[config.mk]
export PLATFORM = sky130hd
export DESIGN_NAME = mem_port_arbiter
export DESIGN_NICKNAME = d
export VERILOG_FILES = /design/src/rtl/mem_port_arbiter_pkg.sv /design/src/rtl/mem_port_arbiter_fair.sv /design/src/rtl/mem_port_arbiter.sv
export SDC_FILE = /design/constraint.sdc
export NUM_CORES = 1
export LEC_CHECK = 0
export CAP_MARGIN = 20
export CORE_ASPECT_RATIO = 1.25
export CORE_UTILIZATION = 44
export DETAILED_ROUTE_END_ITERATION = 10
export PLACE_DENSITY = 0.86
export SLEW_MARGIN = 20
export SYNTH_ARGS = -nofsm -noshare
export SYNTH_HDL_FRONTEND = slang
export SYNTH_SLANG_ARGS = --single-unit
[constraint.sdc]
create_clock -name clk -period 2.67 [get_ports clk]
set_input_delay 0.534 -clock clk [delete_from_list [all_inputs] [get_ports clk]]
set_output_delay 0.534 -clock clk [all_outputs]
set_load 0.01 [all_outputs]
[src/rtl/mem_port_arbiter_pkg.sv]
// Shared types and helpers for the fetch/data memory port arbiter.
package mem_port_arbiter_pkg;

    typedef enum logic [1:0] {
        ST_IDLE   = 2'd0,
        ST_BUSY_I = 2'd1,
        ST_BUSY_D = 2'd2
    } arb_state_t;

    // A port competes only while requesting and not in its own completion cycle.
    function automatic logic port_eligible(input logic req, input logic done);
        return req & ~done;
    endfunction

endpackage

[src/rtl/mem_port_arbiter_fair.sv]
// Data-first priority with a bounded streak so a waiting fetch is not starved.
module mem_port_arbiter_fair #(
    parameter int MAX_STREAK = 2
) (
    input  logic clk,
    input  logic rst_n,
    input  logic arb_en,
    input  logic elig_i,
    input  logic elig_d,
    input  logic if_req,
    output logic gnt_i,
    output logic gnt_d
);

    localparam int SW = $clog2(MAX_STREAK + 1);

    logic [SW-1:0] streak_q;
    logic          streak_lt;

    assign streak_lt = (streak_q < SW'(MAX_STREAK));
    assign gnt_d     = arb_en & elig_d & (streak_lt | ~elig_i);
    assign gnt_i     = arb_en & elig_i & ~gnt_d;

    // Streak counts data grants made while a fetch request is pending, saturating.
    always_ff @(posedge clk or negedge rst_n) begin
        if (!rst_n) begin
            streak_q <= '0;
        end else if (gnt_d) begin
            if (!if_req) begin
                streak_q <= '0;
            end else if (streak_lt) begin
                streak_q <= streak_q + SW'(1);
            end
        end else if (gnt_i) begin
            streak_q <= '0;
        end
    end

endmodule

[src/rtl/mem_port_arbiter.sv]
// Shares one fixed-latency single-port memory between the fetch port and the load/store port.
//
// state     | meaning
// ST_IDLE   | no access in flight; arbitrate eligible requests this cycle
// ST_BUSY_I | fetch read in flight, strobes driven for LAT cycles
// ST_BUSY_D | load or store in flight, strobes driven for LAT cycles
module mem_port_arbiter
    import mem_port_arbiter_pkg::*;
#(
    parameter int AW         = 32,
    parameter int LAT        = 2,
    parameter int MAX_STREAK = 2
) (
    input  logic          clk,
    input  logic          rst_n,
    input  logic          if_req,
    input  logic [AW-1:0] if_addr,
    output logic [31:0]   if_rdata,
    output logic          if_done,
    input  logic          d_req,
    input  logic          d_we,
    input  logic [AW-1:0] d_addr,
    input  logic [31:0]   d_wdata,
    output logic [31:0]   d_rdata,
    output logic          d_done,
    output logic          stall_if,
    output logic          stall_d,
    output logic [AW-1:0] mem_addr,
    output logic          mem_rd,
    output logic          mem_wr,
    output logic [31:0]   mem_wdata,
    input  logic [31:0]   mem_rdata
);

    localparam int CW = (LAT > 1) ? $clog2(LAT) : 1;

    arb_state_t    state_q;
    arb_state_t    state_d;
    logic [CW-1:0] cnt_q;
    logic          cnt_zero;
    logic          arb_en;
    logic          finish;
    logic          elig_i;
    logic          elig_d;
    logic          gnt_i;
    logic          gnt_d;

    logic [AW-1:0] mem_addr_q;
    logic          mem_rd_q;
    logic          mem_wr_q;
    logic [31:0]   mem_wdata_q;
    logic [31:0]   if_rdata_q;
    logic [31:0]   d_rdata_q;
    logic          if_done_q;
    logic          d_done_q;

    assign cnt_zero = (cnt_q == '0);
    assign elig_i   = port_eligible(if_req, if_done_q);
    assign elig_d   = port_eligible(d_req, d_done_q);

    mem_port_arbiter_fair #(
        .MAX_STREAK(MAX_STREAK)
    ) u_fair (
        .clk    (clk),
        .rst_n  (rst_n),
        .arb_en (arb_en),
        .elig_i (elig_i),
        .elig_d (elig_d),
        .if_req (if_req),
        .gnt_i  (gnt_i),
        .gnt_d  (gnt_d)
    );

    always_ff @(posedge clk or negedge rst_n) begin
        if (!rst_n) begin
            state_q <= ST_IDLE;
        end else begin
            state_q <= state_d;
        end
    end

    always_comb begin
        state_d = state_q;
        case (state_q)
            ST_IDLE: begin
                if (gnt_d) begin
                    state_d = ST_BUSY_D;
                end else if (gnt_i) begin
                    state_d = ST_BUSY_I;
                end
            end
            ST_BUSY_I, ST_BUSY_D: begin
                if (cnt_zero) begin
                    state_d = ST_IDLE;
                end
            end
            default: state_d = ST_IDLE;
        endcase
    end

    always_comb begin
        arb_en = 1'b0;
        finish = 1'b0;
        case (state_q)
            ST_IDLE:              arb_en = 1'b1;
            ST_BUSY_I, ST_BUSY_D: finish = cnt_zero;
            default:              arb_en = 1'b0;
        endcase
    end

    // Strobes and latched operands are registered so the memory sees clean levels for all LAT cycles.
    always_ff @(posedge clk or negedge rst_n) begin
        if (!rst_n) begin
            cnt_q       <= '0;
            mem_addr_q  <= '0;
            mem_rd_q    <= 1'b0;
            mem_wr_q    <= 1'b0;
            mem_wdata_q <= '0;
            if_rdata_q  <= '0;
            d_rdata_q   <= '0;
            if_done_q   <= 1'b0;
            d_done_q    <= 1'b0;
        end else begin
            if_done_q <= 1'b0;
            d_done_q  <= 1'b0;
            if (gnt_d) begin
                cnt_q       <= CW'(LAT - 1);
                mem_addr_q  <= d_addr;
                mem_rd_q    <= ~d_we;
                mem_wr_q    <= d_we;
                mem_wdata_q <= d_we ? d_wdata : '0;
            end else if (gnt_i) begin
                cnt_q       <= CW'(LAT - 1);
                mem_addr_q  <= if_addr;
                mem_rd_q    <= 1'b1;
                mem_wr_q    <= 1'b0;
                mem_wdata_q <= '0;
            end else if (finish) begin
                mem_addr_q  <= '0;
                mem_rd_q    <= 1'b0;
                mem_wr_q    <= 1'b0;
                mem_wdata_q <= '0;
                if (state_q == ST_BUSY_I) begin
                    if_done_q  <= 1'b1;
                    if_rdata_q <= mem_rdata;
                end else begin
                    d_done_q <= 1'b1;
                    if (mem_rd_q) begin
                        d_rdata_q <= mem_rdata;
                    end
                end
            end else if (!arb_en) begin
                cnt_q <= cnt_q - CW'(1);
            end
        end
    end

    assign if_rdata  = if_rdata_q;
    assign d_rdata   = d_rdata_q;
    assign if_done   = if_done_q;
    assign d_done    = d_done_q;
    assign stall_if  = if_req & ~if_done_q;
    assign stall_d   = d_req & ~d_done_q;
    assign mem_addr  = mem_addr_q;
    assign mem_rd    = mem_rd_q;
    assign mem_wr    = mem_wr_q;
    assign mem_wdata = mem_wdata_q;

endmodule

== Word level (Yosys, flattened, before mapping) ==
Index checks and enable logic that the tools add are counted.
Storage, ports and cells
  flip-flop bits (word level): 137
  input port bits: 133
Operators by class
  equal/unequal tests: 7
  reduce and logical (&&, ||, !) cells: 9
  muxes and demuxes: 33
  bitwise logic cells: 15
  add/sub/neg operators: 2
  magnitude comparators: 1
Operators with widths (count)
  two-way mux 32 bit: 6
  two-way mux 1 bit: 19
  two-way mux 2 bit: 7
  inverter 1 bit: 8
  AND 1 bit: 6
  inequality test 3 bit, second input constant: 2
  AND reduction 2 bit: 3
  AND reduction 5 bit: 1
  case mux 2 bit (2 select lines): 1
  AND reduction 4 bit: 1
  inequality test 3 x 1 -> 1 bit, second input constant: 1
  inequality test 3 x 2 -> 1 bit, second input constant: 1
  nonzero test 3 bit: 1
  adder 2 x 1 -> 2 bit, second input constant: 1
  == test 2 x 1 -> 1 bit, second input constant: 1
  == test 2 bit, second input constant: 1
  zero test 2 bit: 1
  < comparator 2 bit, second input constant: 1
  inequality test 2 bit, second input constant: 1
  nonzero test 2 bit: 1
  OR reduction 2 bit: 1
  OR 1 bit: 1
  subtractor 1 bit, second input constant: 1

== Longest topological paths before layout ==
  depth after elaboration: 10
  mapped depth: 9
  depth with buffers taken out: 5

== Cells and area by module ==
A second synthesis with hierarchy kept.
Unflattened totals
  cells, all modules: 397
  area total of the unflattened synthesis: 5365.1 um^2
By module, submodules not included
  mem_port_arbiter: times used 1, area an instance 5251.3 um^2, cells an instance 383, sequential area each 3378.2 um^2
  mem_port_arbiter_fair: times used 1, area an instance 113.9 um^2, cells an instance 14, sequential area each 50.0 um^2

== Least setup slack after synthesis ==
Ideal clock, no wire load.
  path kind: input -> register
  start point: in if_req
  end point: reg if_rdata_q[23], in the netlist if_rdata[23]
  stages: 6
  arrival: 1.676 ns
  setup time: 0.125 ns
  setup slack: 0.869 ns
  path buffers: 2
  cells stage by stage: and2b_4 > o21ai_4 > and3_1 > buf_2 > buf_6 > mux2_2
Between the ends
  cells in the longest elaborated chain, start to end: 8
  elaborated cells on any way between the ends: 9
  those cells by class: bitwise (8); reduce/logical (1)
Ends and longest elaborated chain
  from (decl): line mem_port_arbiter.sv:16  | input logic if_req,
  AND 1 bit (*): line mem_port_arbiter_pkg.sv:12  | return req & ~done;
  inverter 1 bit: line mem_port_arbiter_fair.sv:21  | assign gnt_d = arb_en & elig_d & (streak_lt | ~elig_i);
  OR 1 bit: line mem_port_arbiter_fair.sv:21
  AND 1 bit: line mem_port_arbiter_fair.sv:21
  inverter 1 bit (no source line)
  AND 1 bit: line mem_port_arbiter_fair.sv:22  | assign gnt_i = arb_en & elig_i & ~gnt_d;
  inverter 1 bit (no source line)
  AND reduction 4 bit (no source line) (*)
  to (signal assigned): line mem_port_arbiter.sv:145  | if_rdata_q <= mem_rdata;
  to (decl): line mem_port_arbiter.sv:52  | logic [31:0] if_rdata_q;
Every way passes the cells marked *; elsewhere a longest branch is shown, timed or not.
A chain may end at the register's enable or synchronous reset.

== Worst setup path in the final report ==
  start point: in if_req
  end point: out stall_if
Between the ends
  cells in the longest elaborated chain, start to end: 1
Ends and longest elaborated chain
  AND 1 bit: line mem_port_arbiter.sv:162  | assign stall_if = if_req & ~if_done_q;
  to (decl): line mem_port_arbiter.sv:26  | output logic stall_if,
No other way between the ends.

==> results.json <==
{
  "drt_iter0_drc": 139,
  "crit_chain": "clkdlybuf4s50_1 -> and2b_4 -> clkdlybuf4s50_1",
  "area_growth_pct": 61.3,
  "finalCritPeriodShare_pct": 90.4,
  "drc": 0,
  "grt.total_usage_pct": 24.1,
  "cts_buffer_depth": 2,
  "finalSetupViolCount": 0,
  "die_h_um": 128,
  "cts_buffers": 17,
  "die_x_um": 103,
  "setup_ws_ps": 256,
  "status": "complete, no violations",
  "cts_tree": "done",
  "avgRoutedWirePerCell_um": 18.3,
  "crit_top_cell": "clkdlybuf4s50_1",
  "n_antenna_cell": 0,
  "crit_family": "buffers and inverters",
  "hold_viol": 0,
  "vias": 4337,
  "path_clk_slew_ps": 60,
  "end_kind": "output pin",
  "grt_max_degree": 76,
  "worst_slew_pin_slew_ps": 693,
  "hold_class": "input pin to asynchronous set/reset pin",
  "firstDrtPassIters": 4,
  "fin_worst_skew_ps": 10.2,
  "cts_hold_buf": 0,
  "fin_tns_setup_ps": 0,
  "dpl.hpwl_mm": 11.2,
  "routed_via_density": 5.14,
  "syn_nets": 536,
  "drv_cap": 0,
  "grt_pass1_vias": 4644,
  "fin_hold_ws_ps": 133,
  "syn_inst": 401,
  "final_layout_size_suffix_gt1_share_pct": 21.6,
  "critical_path_class": "input pin to output pin",
  "antenna_found_initial": 0,
  "nets": 802,
  "cts-root-buf": "clkbuf_16",
  "ys_ff_latch": 137,
  "rows": 45,
  "netlist_top_cells_area": "dfrtp_1 (61%), mux2_2 (13%), a22o_1 (5.2%)",
  "io_pins": 267,
  "gp_congestion": 0.781,
  "yosysSeqAreaShare_pct": 61.4,
  "numClockSinks": 137,
  "start_util_pct": 45.5,
  "grt-ovfl-total": 0,
  "ir_worst_vdd_mv": 0.711,
  "arrival_ps": 1880,
  "syn_area_per_cell_sq_um": 13.9,
  "rsz0062_at_grt": "false",
  "port_buffers": 266,
  "cpMaxStageDelayCell": "clkdlybuf4s50_1",
  "cp-start-kind": "input pin",
  "cts_setup_buffers": 0,
  "yosysWarnings": 0,
  "fmax_ghz": 0.414,
  "period_needed_ps": 2410,
  "synth_top_cell_area_share_pct": 61.4,
  "grt_pass1_wl_mm": 23.7,
  "slew_viol_final": 0,
  "critPathMaxStageDelay_ps": 580,
  "design.die.area_sq_mm": 0.0131,
  "p_leak_nw": 3.83,
  "insertion_delay_ps": 410,
  "detail-route-antenna-nets": 0,
  "netlist-cell-type-count": 36,
  "slew_headroom_pct": 53.8,
  "dp_slack_ps": 270,
  "yosysTopAreaCell": "dfrtp_1",
  "core_sq_mm": 0.0123,
  "critical_path_peak_fanout": 5,
  "critPathBufInv": 2,
  "cp.required_ps": 2140,
  "cts_max_level": 4,
  "synth_area_sq_mm": 0.00558,
  "power_density_mw_per_mm2": 1190,
  "wl_mm": 15.4,
  "cts_resized": 0
}
-- where the power goes --
group | internal, W | switching (W) | total (W)
Sequential | 0.00299 | 0.000508 | 0.00349
Clock | 0.00140 | 0.000920 | 0.00232
Combinational | 0.00268 | 0.00218 | 0.00486
Total | 0.00707 | 0.00360 | 0.0107
-- layout by cell type, fill, tap and decap left out, types with 2 or more instances in the layout --
cell type and count:
nor2_1 3, nand2_1 5, clkinv_4 4, ha_1 2, a21oi_2 30, clkbuf_16 17, inv_1 2, a22oi_1 32
clkdlybuf4s50_1 265, nor3_1 32, inv_6 4, a22o_1 33, o21ai_0 3, nand3b_1 2, buf_4 11, mux2_2 63
buf_12 4, clkinvlp_4 3, o211a_1 2, mux2_1 2, a21oi_1 4, bufinv_16 2, dfrtp_1 137
-- per-layer routing --
metal,vias to the layer above,share of wire (%),GRT usage [%]
li1,2020,-,-
met1,2119,37,26.2
met2,176,54,43.5
met3,22,7.6,7.63
met4,0,1.4,8.12
met5,-,0,0
-- worst paths after layout --
path / start / endpoint / slack (ps) / cells past startpoint
setup / recovery: if_req / stall_if / 260 / 3
hold / removal: rst_n / if_rdata[25] / 130 / 1
setup reg to reg: state_q[0] / mem_addr[0] / 670 / 6
hold reg to reg: mem_wr / mem_wr / 480 / 1
max in group asynchronous: rst_n / mem_addr[24] / 1820 / 2
min in group clk: mem_wr / mem_wr / 480 / 1
-- registers in the layout (all words and copies together) (netlist names) --
| signal | count |
|---|---|
| cnt_q | 1 |
| d_done | 1 |
| u_fair.streak_q | 2 |
| mem_rd | 1 |
| state_q | 2 |
| mem_addr | 32 |
| mem_wr | 1 |
| if_rdata | 32 |
| mem_wdata | 32 |
| if_done | 1 |
| d_rdata | 32 |
-- stage by stage --
stage	cells	total power [W]	instance area, sq um	util [%]
floorplan	401	0.00589	5580	-
global placement	812	0.00818	8410	68.5
detailed placement	812	0.00839	8410	68.5
CTS	844	0.0108	9000	73.3
global route	844	0.0113	9000	73.3
finish	844	0.0107	9000	73.3
-- synthesized netlist by cell type --
| library cell | number |
|---|---|
| o21ai_4 | 1 |
| and2b_4 | 1 |
| nand3b_1 | 2 |
| nor2_1 | 3 |
| nand4b_2 | 1 |
| a21boi_0 | 1 |
| o41ai_1 | 1 |
| ha_1 | 2 |
| dfrtp_1 | 137 |
| clkbuf_1 | 11 |
| inv_1 | 2 |
| mux2_2 | 63 |
| nor2_2 | 1 |
| and3_1 | 1 |
| buf_2 | 11 |
| and2_1 | 1 |
| buf_1 | 1 |
| o22a_1 | 1 |
| a22oi_1 | 32 |
| nor2b_1 | 1 |
| nor3_1 | 32 |
| or2_1 | 1 |
| a22o_1 | 33 |
| o21a_1 | 1 |
| a21oi_2 | 30 |
| a21o_1 | 1 |
| a21oi_1 | 4 |
| buf_4 | 3 |
| nand2b_4 | 1 |
| nand2_1 | 5 |
| o211a_1 | 2 |
| mux2_1 | 2 |
| o21ai_0 | 3 |
| buf_6 | 7 |
| clkbuf_2 | 1 |
| inv_2 | 1 |
-- cells by family after synthesis --
kind of cell / after synthesis / synth area share [%]
AO/OA/AOI/OAI: 110 / 16.2
adder cells (fa/ha/maj): 2 / 0.448
flip-flops: 137 / 61.4
buffers and inverters: 37 / 3.90
multiplexers: 65 / 13.1
AND/OR/NAND/NOR: 50 / 4.93
-- final cells by class --
class	count	area, sq um
multi-input cells	227	1940
flip-flops and latches	137	3430
well taps	164	205
clock buffers	18	429
repair buffers	281	2830
clock inverters	14	164
fillers	852	3270
inverters	3	11.3
Note: power is estimated with default switching activity, not from simulation.
